## src/rtl/polinomio_pkg.sv

```systemverilog
// Shared types and defaults for the polynomial-evaluator initiator.
package polinomio_pkg;

  localparam int W_DEF       = 16;
  localparam int TIMEOUT_DEF = 64;

  typedef enum logic [1:0] {IDLE, START, WAIT, ACK} state_t;

  typedef struct packed {
    logic             err;
    logic [W_DEF-1:0] data;
  } res_entry_t;

endpackage

```

## src/rtl/polinomio_mestre_fila_resultado.sv

```systemverilog
// Synchronous result FIFO; the head is read combinationally and reads as zero when empty.
module fila_resultado #(
  parameter int DEPTH = 2,
  parameter int DW    = 17
) (
  input  logic                   ck,
  input  logic                   rst,
  input  logic                   push,
  input  logic [DW-1:0]          push_data,
  input  logic                   pop,
  output logic [DW-1:0]          head_data,
  output logic [$clog2(DEPTH):0] count,
  output logic                   empty,
  output logic                   full
);
  localparam int AW = $clog2(DEPTH);
  localparam int CW = AW + 1;

  logic [DW-1:0] mem [DEPTH];
  logic [AW-1:0] rd_ptr, wr_ptr;
  logic          do_push, do_pop;

  assign empty   = (count == '0);
  assign full    = (count == CW'(DEPTH));
  assign do_pop  = pop && !empty;
  // A pop frees a slot in the same cycle, so a push at full is still legal then.
  assign do_push = push && (!full || do_pop);

  always_ff @(posedge ck or posedge rst) begin
    if (rst) begin
      rd_ptr <= '0;
      wr_ptr <= '0;
      count  <= '0;
    end else begin
      if (do_push) wr_ptr <= wr_ptr + AW'(1);
      if (do_pop)  rd_ptr <= rd_ptr + AW'(1);
      case ({do_push, do_pop})
        2'b10:   count <= count + CW'(1);
        2'b01:   count <= count - CW'(1);
        default: count <= count;
      endcase
    end
  end

  always_ff @(posedge ck) begin
    if (do_push) mem[wr_ptr] <= push_data;
  end

  assign head_data = empty ? '0 : mem[rd_ptr];

endmodule

```

## src/rtl/polinomio_mestre.sv

```systemverilog
// Initiator for the polynomial evaluator: takes jobs, runs the inicio/done/pronto
// handshake with a watchdog, and queues results for a downstream consumer.
module polinomio_mestre
  import polinomio_pkg::*;
#(
  parameter int W          = W_DEF,
  parameter int TIMEOUT    = TIMEOUT_DEF,
  parameter int FIFO_DEPTH = 2
) (
  input  logic         ck,
  input  logic         rst,
  input  logic         job_valid,
  output logic         job_ready,
  input  logic [W-1:0] job_X,
  input  logic [W-1:0] job_A,
  input  logic [W-1:0] job_B,
  input  logic [W-1:0] job_C,
  output logic         inicio,
  output logic         pronto,
  output logic [W-1:0] X,
  output logic [W-1:0] A,
  output logic [W-1:0] B,
  output logic [W-1:0] C,
  input  logic         done,
  input  logic [W-1:0] Resultado,
  output logic         res_valid,
  input  logic         res_ready,
  output logic [W-1:0] res_data,
  output logic         res_err,
  output logic [15:0]  jobs_ok,
  output logic         erro
);
  localparam int TW = (TIMEOUT > 2) ? $clog2(TIMEOUT) : 1;
  localparam int CW = $clog2(FIFO_DEPTH) + 1;

  typedef struct packed {
    logic         err;
    logic [W-1:0] data;
  } entry_t;

  state_t          state;
  logic [TW-1:0]   timer;
  logic            expired, push, pop, empty, full;
  logic [CW-1:0]   count;
  entry_t          push_data, head;

  assign expired   = (timer == TW'(TIMEOUT - 1));
  assign push      = (state == WAIT) && (done || expired);
  assign job_ready = (state == IDLE) && (count < CW'(FIFO_DEPTH));
  assign res_valid = !empty;
  assign pop       = res_valid && res_ready;
  assign res_data  = head.data;
  assign res_err   = head.err;

  // done has priority over expiry when both land in the same cycle.
  always_comb begin
    push_data = '0;
    if (done) push_data = '{err: 1'b0, data: Resultado};
    else      push_data = '{err: 1'b1, data: '0};
  end

  always_ff @(posedge ck or posedge rst) begin
    if (rst) begin
      state   <= IDLE;
      inicio  <= 1'b0;
      pronto  <= 1'b0;
      erro    <= 1'b0;
      X       <= '0;
      A       <= '0;
      B       <= '0;
      C       <= '0;
      timer   <= '0;
      jobs_ok <= '0;
    end else begin
      inicio <= 1'b0;
      pronto <= 1'b0;
      case (state)
        IDLE: if (job_valid && job_ready) begin
          X      <= job_X;
          A      <= job_A;
          B      <= job_B;
          C      <= job_C;
          inicio <= 1'b1;
          state  <= START;
        end
        START: begin
          timer <= '0;
          state <= WAIT;
        end
        WAIT: if (done) begin
          jobs_ok <= jobs_ok + 16'd1;
          pronto  <= 1'b1;
          state   <= ACK;
        end else if (expired) begin
          erro   <= 1'b1;
          pronto <= 1'b1;
          state  <= ACK;
        end else begin
          timer <= timer + TW'(1);
        end
        ACK:     state <= IDLE;
        default: state <= IDLE;
      endcase
    end
  end

  fila_resultado #(
    .DEPTH (FIFO_DEPTH),
    .DW    (W + 1)
  ) u_fila (
    .ck        (ck),
    .rst       (rst),
    .push      (push && !full),
    .push_data (push_data),
    .pop       (pop),
    .head_data (head),
    .count     (count),
    .empty     (empty),
    .full      (full)
  );

endmodule
```

## config.mk

```make
export PLATFORM = sky130hd
export DESIGN_NAME = polinomio_mestre
export DESIGN_NICKNAME = d
export VERILOG_FILES = /design/src/rtl/polinomio_pkg.sv /design/src/rtl/polinomio_mestre_fila_resultado.sv /design/src/rtl/polinomio_mestre.sv
export SDC_FILE = /design/constraint.sdc
export NUM_CORES = 1
export LEC_CHECK = 0
export BUFFER_PORTS_ARGS = -buffer_cell sky130_fd_sc_hd__buf_2
export CAP_MARGIN = 25
export CORE_MARGIN = 8
export CORE_UTILIZATION = 45
export DETAILED_ROUTE_END_ITERATION = 12
export GPL_TIMING_DRIVEN = 0
export MAX_ROUTING_LAYER = met4
export PLACE_DENSITY = 0.76
export SLEW_MARGIN = 20
export SYNTH_ARGS = -nofsm -noshare
export SYNTH_HDL_FRONTEND = slang
export SYNTH_HIERARCHICAL = 1
export SYNTH_SLANG_ARGS = --single-unit
export TNS_END_PERCENT = 100
```

## constraint.sdc

```tcl
create_clock -name ck -period 2.7 [get_ports ck]
set_input_delay 0.27 -clock ck [delete_from_list [all_inputs] [get_ports ck]]
set_output_delay 0.27 -clock ck [all_outputs]
set_load 0.01 [all_outputs]
```

==> results of run 1 <==
## metal layers
metal | vias to the layer above | part of all wire [%] | GRT usage, % | routed length (µm)
met2 | 130 | 51 | 27.42 | 6120
met5 | - | 0 | - | 0
met4 | 0 | 1.3 | 6.024 | 159
met1 | 1739 | 42 | 18.80 | 5120
li1 | 1692 | - | - | -
met3 | 13 | 5.8 | 5.277 | 707
## critical path: stages (launching register included)
cell and delay, ns:
dfrtp_1 0.39, ha_1 0.20, nand2_1 0.10, or2_1 0.27, a21boi_1 0.21, nor2b_1 0.31
nand2_2 0.13, nor2_4 0.43
## metrics by stage
| step | area [µm²] | setup TNS, ns | setup slack, ns | std cells |
|---|---|---|---|---|
| 6_report | 7028 | 0 | 0.3002 | 730 |
| 4_1_cts | 7023 | 0 | 0.001653 | 730 |
| 5_1_grt | 7028 | 0 | 0.004414 | 730 |
| 2_1_floorplan | 5298 | 0 | 0.06639 | 367 |
| 3_5_place_dp | 6440 | 0 | 0.01318 | 697 |
| 3_3_place_gp | 6407 | -98.69 | -1.023 | 696 |
## final cells by class
cell class / instances / area share, %
Timing Repair Buffer: 188 / 13.78
Clock inverter: 5 / 0.7121
Buffer: 14 / 1.691
Tap cell: 143 / 2.546
Inverter: 9 / 0.5163
Sequential cell: 129 / 48.35
Clock buffer: 27 / 7.442
Multi-Input combinational cell: 215 / 24.96
## cell usage in the layout (no fill, tap or decap), types with 8 or more instances in the layout
cell type | synthesis | layout
dfrtp_1 | 95 | 95
edfxtp_1 | 34 | 34
nand3_1 | 11 | 11
clkbuf_16 | 0 | 17
nand2_1 | 12 | 12
inv_1 | 9 | 8
mux2_1 | 65 | 65
and2_1 | 18 | 18
buf_2 | 2 | 188
nor2_1 | 24 | 23
mux2i_1 | 20 | 20
xnor2_1 | 15 | 15
## power breakdown
part / switching [mW] / internal (mW) / total, mW / leakage [nW]
sequential: 0.376 / 2.72 / 3.09 / 1.48
clock: 0.750 / 1.41 / 2.16 / 0.287
combinational: 1.46 / 1.28 / 2.74 / 1.61
## worst paths after layout
path / start / end / slack, ns / cells past startpoint
setup / recovery: timer[0] / u_fila/mem[0][10] / 0.30 / 7
hold / removal: job_A[10] / A[10] / 0.08 / 2
setup reg to reg: timer[0] / u_fila/mem[0][10] / 0.30 / 7
hold reg to reg: erro / erro / 0.46 / 1
max in group asynchronous: rst / X[9] / 1.58 / 4
min in group asynchronous: rst / u_fila/count[0] / 0.33 / 3
## synth_stat cells (all sizes together) (3+ instances only)
cell	number
and2	18
buf	12
nand3	12
ha	5
nand2b	4
nor2	25
dfrtp	95
nand4	3
nand2	14
inv	9
edfxtp	34
mux2i	20
mux2	66
o21ai	4
nor2b	5
xnor2	15
## registers in the layout, summed over array words and instances (netlist names)
register,flops
u_fila/rd_ptr,1
C,16
u_fila/count,2
u_fila/wr_ptr,1
timer,6
pronto,1
inicio,1
erro,1
B,16
X,16
A,16
state,2
u_fila/mem,34
jobs_ok,16
## cell families after synthesis
kind of cell,synth area share (%)
flops,64.15
simple gates,9.400
mux,17.81
buf+inv,2.882
xor+xnor,2.811
compound gates,1.772
fa+ha+maj,1.181
## timing repair
action                                  in CTS  in global routing
resized for setup                            0                  1
hold buffers                                 1                  0
endpoints found under the setup margin       0                 17
hold endpoints to repair                    43                  0
==> flow_summary.ini, run 1 <==
[power_and_ir_drop]
p_leak_nw = 3.380
power_mw = 7.991
p_per_area_mw_per_mm2 = 1137
ir_drop_uv = 879.8

[clock_tree]
clkTransAtPathRegs_ns = 0.05
insertion_delay_ns = 0.40
clockBufferDepth = 2
cts-buffers-inserted = 17
clock-sinks = 129
cts_tree = done
htreeDepth = 4
post-cts-setup-buffer-count = 0
cts_root_buf = clkbuf_16

[sta]
clock.fmax_mhz = 416.7
holdWs_ns = 0.08022
min_period_ns = 2.400
rsz0062_at_grt = false
finalSetupViolCount = 0
slew_headroom_pct = 63.56
fin_skew_ns = 0.007622
finalCritPeriodShare_pct = 88.88
hold_violations = 0
finalMaxSlewViolations = 0
worstMarginPinSlew_ns = 0.5466

[grt]
gr-total-overflow = 0
grt_first_pass_wirelength_um = 20420
grt_pass1_vias = 4132
grt_max_degree = 53
grt_usage_pct = 16.69
antenna_found_initial = 0

[critical_path]
critPathCaptureType = register
worst-path-max-fanout = 17
crit_arrival_ns = 2.43
startpoint_type = register
crit_required_ns = 2.73
path_class = reg2reg

[cells_and_area]
area_growth_syn_to_layout_pct = 32.66
fillers = 928
utilization_pct = 61.29
seq_area_mm2 = 0.003398
fin_nets = 664
multi_input_area_mm2 = 0.001754
drive_above_1_share_pct = 40.55
n_antenna_cell = 0

[outcome]
status = finished, final reports clean

[logic_synthesis]
synth-seq-cells = 129
synth_cell_type_count = 43
avgSynthCellArea_um2 = 14.43
post-synth-top-area-fraction_pct = 44.87
synth_ff_type = dfrtp_1
synth_edf_count = 34
synth_nets = 457
ys_top_cells_by_area = dfrtp_1, edfxtp_1, mux2_1
syn_inst = 367
netlist_area_mm2 = 0.005298
synth_top_area_cell = dfrtp_1
yosysWarningCount = 6
async_reset_ff_share_pct = 73.64
yosysSeqAreaShare_pct = 64.15

[job]
max_cap_violations = 0

[route]
vias = 3574
drtIter0Drc = 120
viasPerCell = 4.896
routed_wl_um = 12110
wl_per_cell_um = 16.59
postRouteAntennaNets = 0
firstDrtPassIters = 4
drc = 0

[floorplan]
die_w_um = 124.5
die-area_mm2 = 0.01550
start_util_pct = 46.20
io_pins = 187
dieHeight_um = 124.5
coreArea_mm2 = 0.01147
rows = 39

[placement]
hpwl_um = 9252
place.port_buffers = 186
gp_congestion = 0.8004

[worst_hold_path]
min_path_type = in2reg
No activity file was read; power rests on OpenSTA's default activity.
==> run 2, diff against run 1 <==
CORE_ASPECT_RATIO = 1.1   (was unset)
==> flow_summary.ini, run 2 (synthesis gave the netlist of run 1 again) <==
[sta]
finalCritPeriodShare_pct = 88.95
slew_headroom_pct = 66.72
clock.fmax_mhz = 416.4
finalMaxSlewViolations = 0
holdWs_ns = 0.07212
fin_ws_ns = 0.2985
finalSetupViolCount = 0
fin_skew_ns = 0.009537
min_period_ns = 2.402
worstMarginPinSlew_ns = 0.4980
hold_violations = 0
finalSetupTns_ns = 0
rsz0062_at_grt = false

[cells_and_area]
fin_nets = 664
utilization_pct = 61.03
design_area_mm2 = 0.007013
fillers = 934
final_cells = 736
layout_commonest_cell = buf_2
largest_reg_flops = 34
drive_above_1_share_pct = 41.13
n_antenna_cell = 0
area_growth_syn_to_layout_pct = 32.38
top_register = u_fila/mem
layout_common_cells = buf_2, dfrtp_1, mux2_1, edfxtp_1, nor2_1

[power_and_ir_drop]
power_mw = 7.900
power_frac_seq_pct = 38.9
p_per_area_mw_per_mm2 = 1126
intPower_mw = 5.243
p_leak_nw = 3.355
switching_share_pct = 33.63
ir_drop_uv = 534.7
net-switching-power_mw = 2.657
clkPwrFrac_pct = 26.1
pwr-share-comb_pct = 34.9

[placement]
dp.cells = 704
post_dp_cell_area_mm2 = 0.006449
dp_slack_ns = 0.05533
gp_congestion = 0.7985
hpwl_um = 9365
place.port_buffers = 186

[floorplan]
io_pins = 187
coreArea_mm2 = 0.01149
rows = 41
dieHeight_um = 129.8
die-area_mm2 = 0.01550
die_w_um = 119.5
start_util_pct = 46.10

[clock_tree]
clkTransAtPathRegs_ns = 0.06
insertion_delay_ns = 0.40
htreeDepth = 4
cts-buffers-inserted = 17
clockBufferDepth = 2
cts_root_buf = clkbuf_16
clock-sinks = 129
cts_tree = done

[critical_path]
reg2regPathDepth = 7
crit_arrival_ns = 2.44
critPathCaptureType = register
cp-startpoint = timer[0]
startpoint_type = register
path_class = reg2reg
worst-path-max-fanout = 17
reg2reg_from = timer[0]
crit_required_ns = 2.74

[route]
postRouteAntennaNets = 0
routed_wl_um = 12350
firstDrtPassIters = 6
drc = 0
viasPerCell = 4.865
wl_per_cell_um = 16.78
drtIter0Drc = 136
vias = 3581

[grt]
gr-total-overflow = 0
grt_first_pass_wirelength_um = 20010
antenna_found_initial = 0
grt_max_degree = 62
grt_usage_pct = 16.72
grt_pass1_vias = 4061

[worst_hold_path]
min_from = job_X[9]
worstHoldPathCells = 2
min_path_type = in2reg

[outcome]
status = finished, final reports clean

[job]
max_cap_violations = 0
==> run 2: cell types whose count changed in the layout (fill, tap and decap cells not counted), sizes merged <==
cell | previous run | this run
bufinv | 1 | 0
clkinv | 4 | 7
clkbuf | 29 | 21
clkinvlp | 0 | 4
inv | 9 | 10
==> run 2: worst max-delay path: stages (launching register included) <==
cell      delay, ns
dfrtp_1        0.38
ha_1           0.19
nand2_1        0.10
or2_1          0.28
a21boi_1       0.20
nor2b_1        0.33
nand2_2        0.14
nor2_4         0.42
==> run 2: layer usage <==
layer | part of all wire [%] | GRT usage, % | up-vias
met4 | 2.3 | 7.279 | 0
met5 | 0 | - | -
li1 | - | - | 1692
met1 | 40 | 18.19 | 1749
met3 | 5.9 | 5.140 | 22
met2 | 51 | 27.99 | 118
==> run 2: worst paths after layout <==
check,to,slack (ns)
max,u_fila/mem[0][5],0.30
min,X[9],0.07
max reg2reg,u_fila/mem[0][5],0.30
min reg2reg,erro,0.45
max in group asynchronous,A[12],1.62
min in group asynchronous,u_fila/wr_ptr,0.33
==> run 2: timing repair <==
action                     CTS  global route
hold endpoints to repair    34             0
resized for setup            0             1
hold buffers                 1             0
setup endpoints to repair    0            17
buffers inserted             0             0
==> run 2: area by class of cell <==
| cell class | count | area, µm² | area share (%) |
|---|---|---|---|
| buffer | 14 | 118.9 | 1.695 |
| clock buffer | 19 | 464.2 | 6.619 |
| clock inverter | 12 | 85.08 | 1.213 |
| inverter | 9 | 36.28 | 0.5174 |
| multi-input combinational | 215 | 1754 | 25.01 |
| sequential | 129 | 3398 | 48.46 |
| tap | 150 | 187.7 | 2.676 |
| timing repair buffer | 188 | 968.4 | 13.81 |
==> run 2: power by group through the flow <==
| stage | Clock (mW) | Sequential [mW] | Combinational [mW] |
|---|---|---|---|
| after CTS | 2.12 | 3.08 | 2.83 |
| final | 2.06 | 3.08 | 2.76 |
| after floorplan | 0 | 3.34 | 1.40 |
| after detailed placement | 0 | 3.10 | 2.82 |
| after global routing | 2.21 | 3.18 | 3.03 |
| after global placement | 0 | 3.06 | 2.72 |
==> run 3, diff against run 2 <==
SYNTH_HIERARCHICAL = unset   (was 1)
==> flow_summary.ini, run 3 <==
[outcome]
status = finished, final reports clean

[logic_synthesis]
avgSynthCellArea_um2 = 14.94
ys_top_cells_by_area = dfrtp_1, edfxtp_1, mux2_2
post-synth-top-area-fraction_pct = 44.95
yosysMostFrequentCell = dfrtp_1
synth_ff_type = dfrtp_1
netlist_area_mm2 = 0.005289
synth_edf_count = 34
yosysSeqAreaShare_pct = 64.25
synth_top_area_cell = dfrtp_1
yosysWarningCount = 0
synth_nets = 446
syn_inst = 354
synth_cell_type_count = 39
ys_top_cells_by_count = dfrtp_1, mux2_2, edfxtp_1, nor2_1, mux2i_1
async_reset_ff_share_pct = 73.64
synth-seq-cells = 129

[sta]
slew_headroom_pct = 41.96
finalSetupViolCount = 0
holdWs_ns = 0.09626
finalCritPeriodShare_pct = 85.47
min_period_ns = 2.308
fin_ws_ns = 0.3924
finalSetupTns_ns = 0
clock.fmax_mhz = 433.3
worstMarginPinSlew_ns = 0.8696
hold_violations = 0
finalMaxSlewViolations = 0
rsz0062_at_grt = false
fin_skew_ns = 0.007608

[route]
drc = 0
firstDrtPassIters = 4
viasPerCell = 4.857
drtIter0Drc = 130
wl_per_cell_um = 16.97
routed_wl_um = 12320
vias = 3526
postRouteAntennaNets = 0

[cells_and_area]
area_growth_syn_to_layout_pct = 33.66
n_antenna_cell = 0
utilization_pct = 61.52
design_area_mm2 = 0.007069
fin_nets = 655
drive_above_1_share_pct = 53.13
layout_commonest_cell = buf_2
final_cells = 726
largest_reg_flops = 34
layout_common_cells = buf_2, dfrtp_1, mux2_2, edfxtp_1, nor2_1
top_register = u_fila.mem

[job]
max_cap_violations = 0

[power_and_ir_drop]
ir_drop_uv = 528.0
p_leak_nw = 3.463
p_per_area_mw_per_mm2 = 1118
power_mw = 7.907

[grt]
grt_usage_pct = 16.93
grt_pass1_vias = 4013
grt_first_pass_wirelength_um = 19960
grt_max_degree = 34
antenna_found_initial = 0
gr-total-overflow = 0

[critical_path]
startpoint_type = register
path_delay_family = simple AND/OR/NAND/NOR gates
critical_path.slowest_cell = nor2_1
critPathBufInv = 2
crit_chain = nor2_1 -> clkbuf_1 -> nor2_1 -> buf_2
reg2reg_setup_slack_ns = 0.53
critPathCaptureType = output pin
crit_required_ns = 2.43
cpMostUsedCell = nor2_1
path_class = reg2out
crit_arrival_ns = 2.04
worst-path-max-fanout = 10
crit_path_max_incr_delay_ns = 0.58

[clock_tree]
cts_root_buf = clkbuf_16
clockBufferDepth = 2
post-cts-setup-buffer-count = 0
hold_buffers = 1
htreeDepth = 4
cts-buffers-inserted = 17
clkTransAtPathRegs_ns = 0.06
cts_resized = 0
insertion_delay_ns = 0.40
clock-sinks = 129
cts_tree = done

[placement]
hpwl_um = 9441
gp_congestion = 0.7552
dp_slack_ns = 0.5126
place.port_buffers = 186
post_dp_cell_area_mm2 = 0.006481
dp.cells = 693

[floorplan]
rows = 41
dieHeight_um = 129.7
io_pins = 187
coreArea_mm2 = 0.01149
die-area_mm2 = 0.01548
die_w_um = 119.4
start_util_pct = 46.03

[worst_hold_path]
min_path_type = in2reg
## run 3: cell count changes in the layout (fill, tap and decap cells not counted), sizes merged, moves of 3 or more
cell    previous run  this run
nand3             12         9
clkbuf            21        25
o21ai              4         0
and3               2         6
nand2             14         7
xor2               2         7
## run 3: routing by layer
layer	share of wire, %	GRT usage [%]	up-vias	routed length (µm)
met4	2.2	8.382	0	273
li1	-	-	1658	-
met5	0	-	-	0
met3	5.8	4.665	18	714
met2	52	27.95	125	6390
met1	40	18.79	1725	4941
## run 3: layout make-up
cell class | instances | area [µm²]
Multi-Input combinational cell | 204 | 1767
Buffer | 13 | 96.34
Sequential cell | 129 | 3398
Clock buffer | 23 | 500.5
Timing Repair Buffer | 190 | 1008
Inverter | 8 | 33.78
Clock inverter | 9 | 77.57
Fill cell | 933 | 4422
Tap cell | 150 | 187.7
## run 3: logic make-up (layout without fill, tap and decap cells)
kind of cell / count (synthesis) / after routing / share of synthesized area (%)
and+or+nand+nor: 79 / 79 / 8.588
AOI/OAI and AO/OA: 12 / 12 / 1.822
xor gates and xnor gates: 21 / 21 / 3.478
buffers and inverters: 21 / 243 / 2.389
muxes: 85 / 85 / 17.81
DFF: 129 / 129 / 64.25
adders and majority gates: 7 / 7 / 1.656
## run 3: where the power goes
part | internal, mW | total (mW) | switching, mW
clock | 1.39 | 2.18 | 0.790
combinational | 1.33 | 2.68 | 1.35
sequential | 2.68 | 3.04 | 0.353
total | 5.41 | 7.91 | 2.50
## run 3: path summary, 6_finish.rpt
check	from	end	depth (start not counted)
min in group asynchronous	rst	C[2]	3
max reg2reg	timer[0]	u_fila.mem[0][11]	4
max in group asynchronous	rst	X[14]	5
min reg2reg	erro	erro	1
min	job_X[2]	X[2]	2
max	u_fila.count[1]	res_data[12]	4
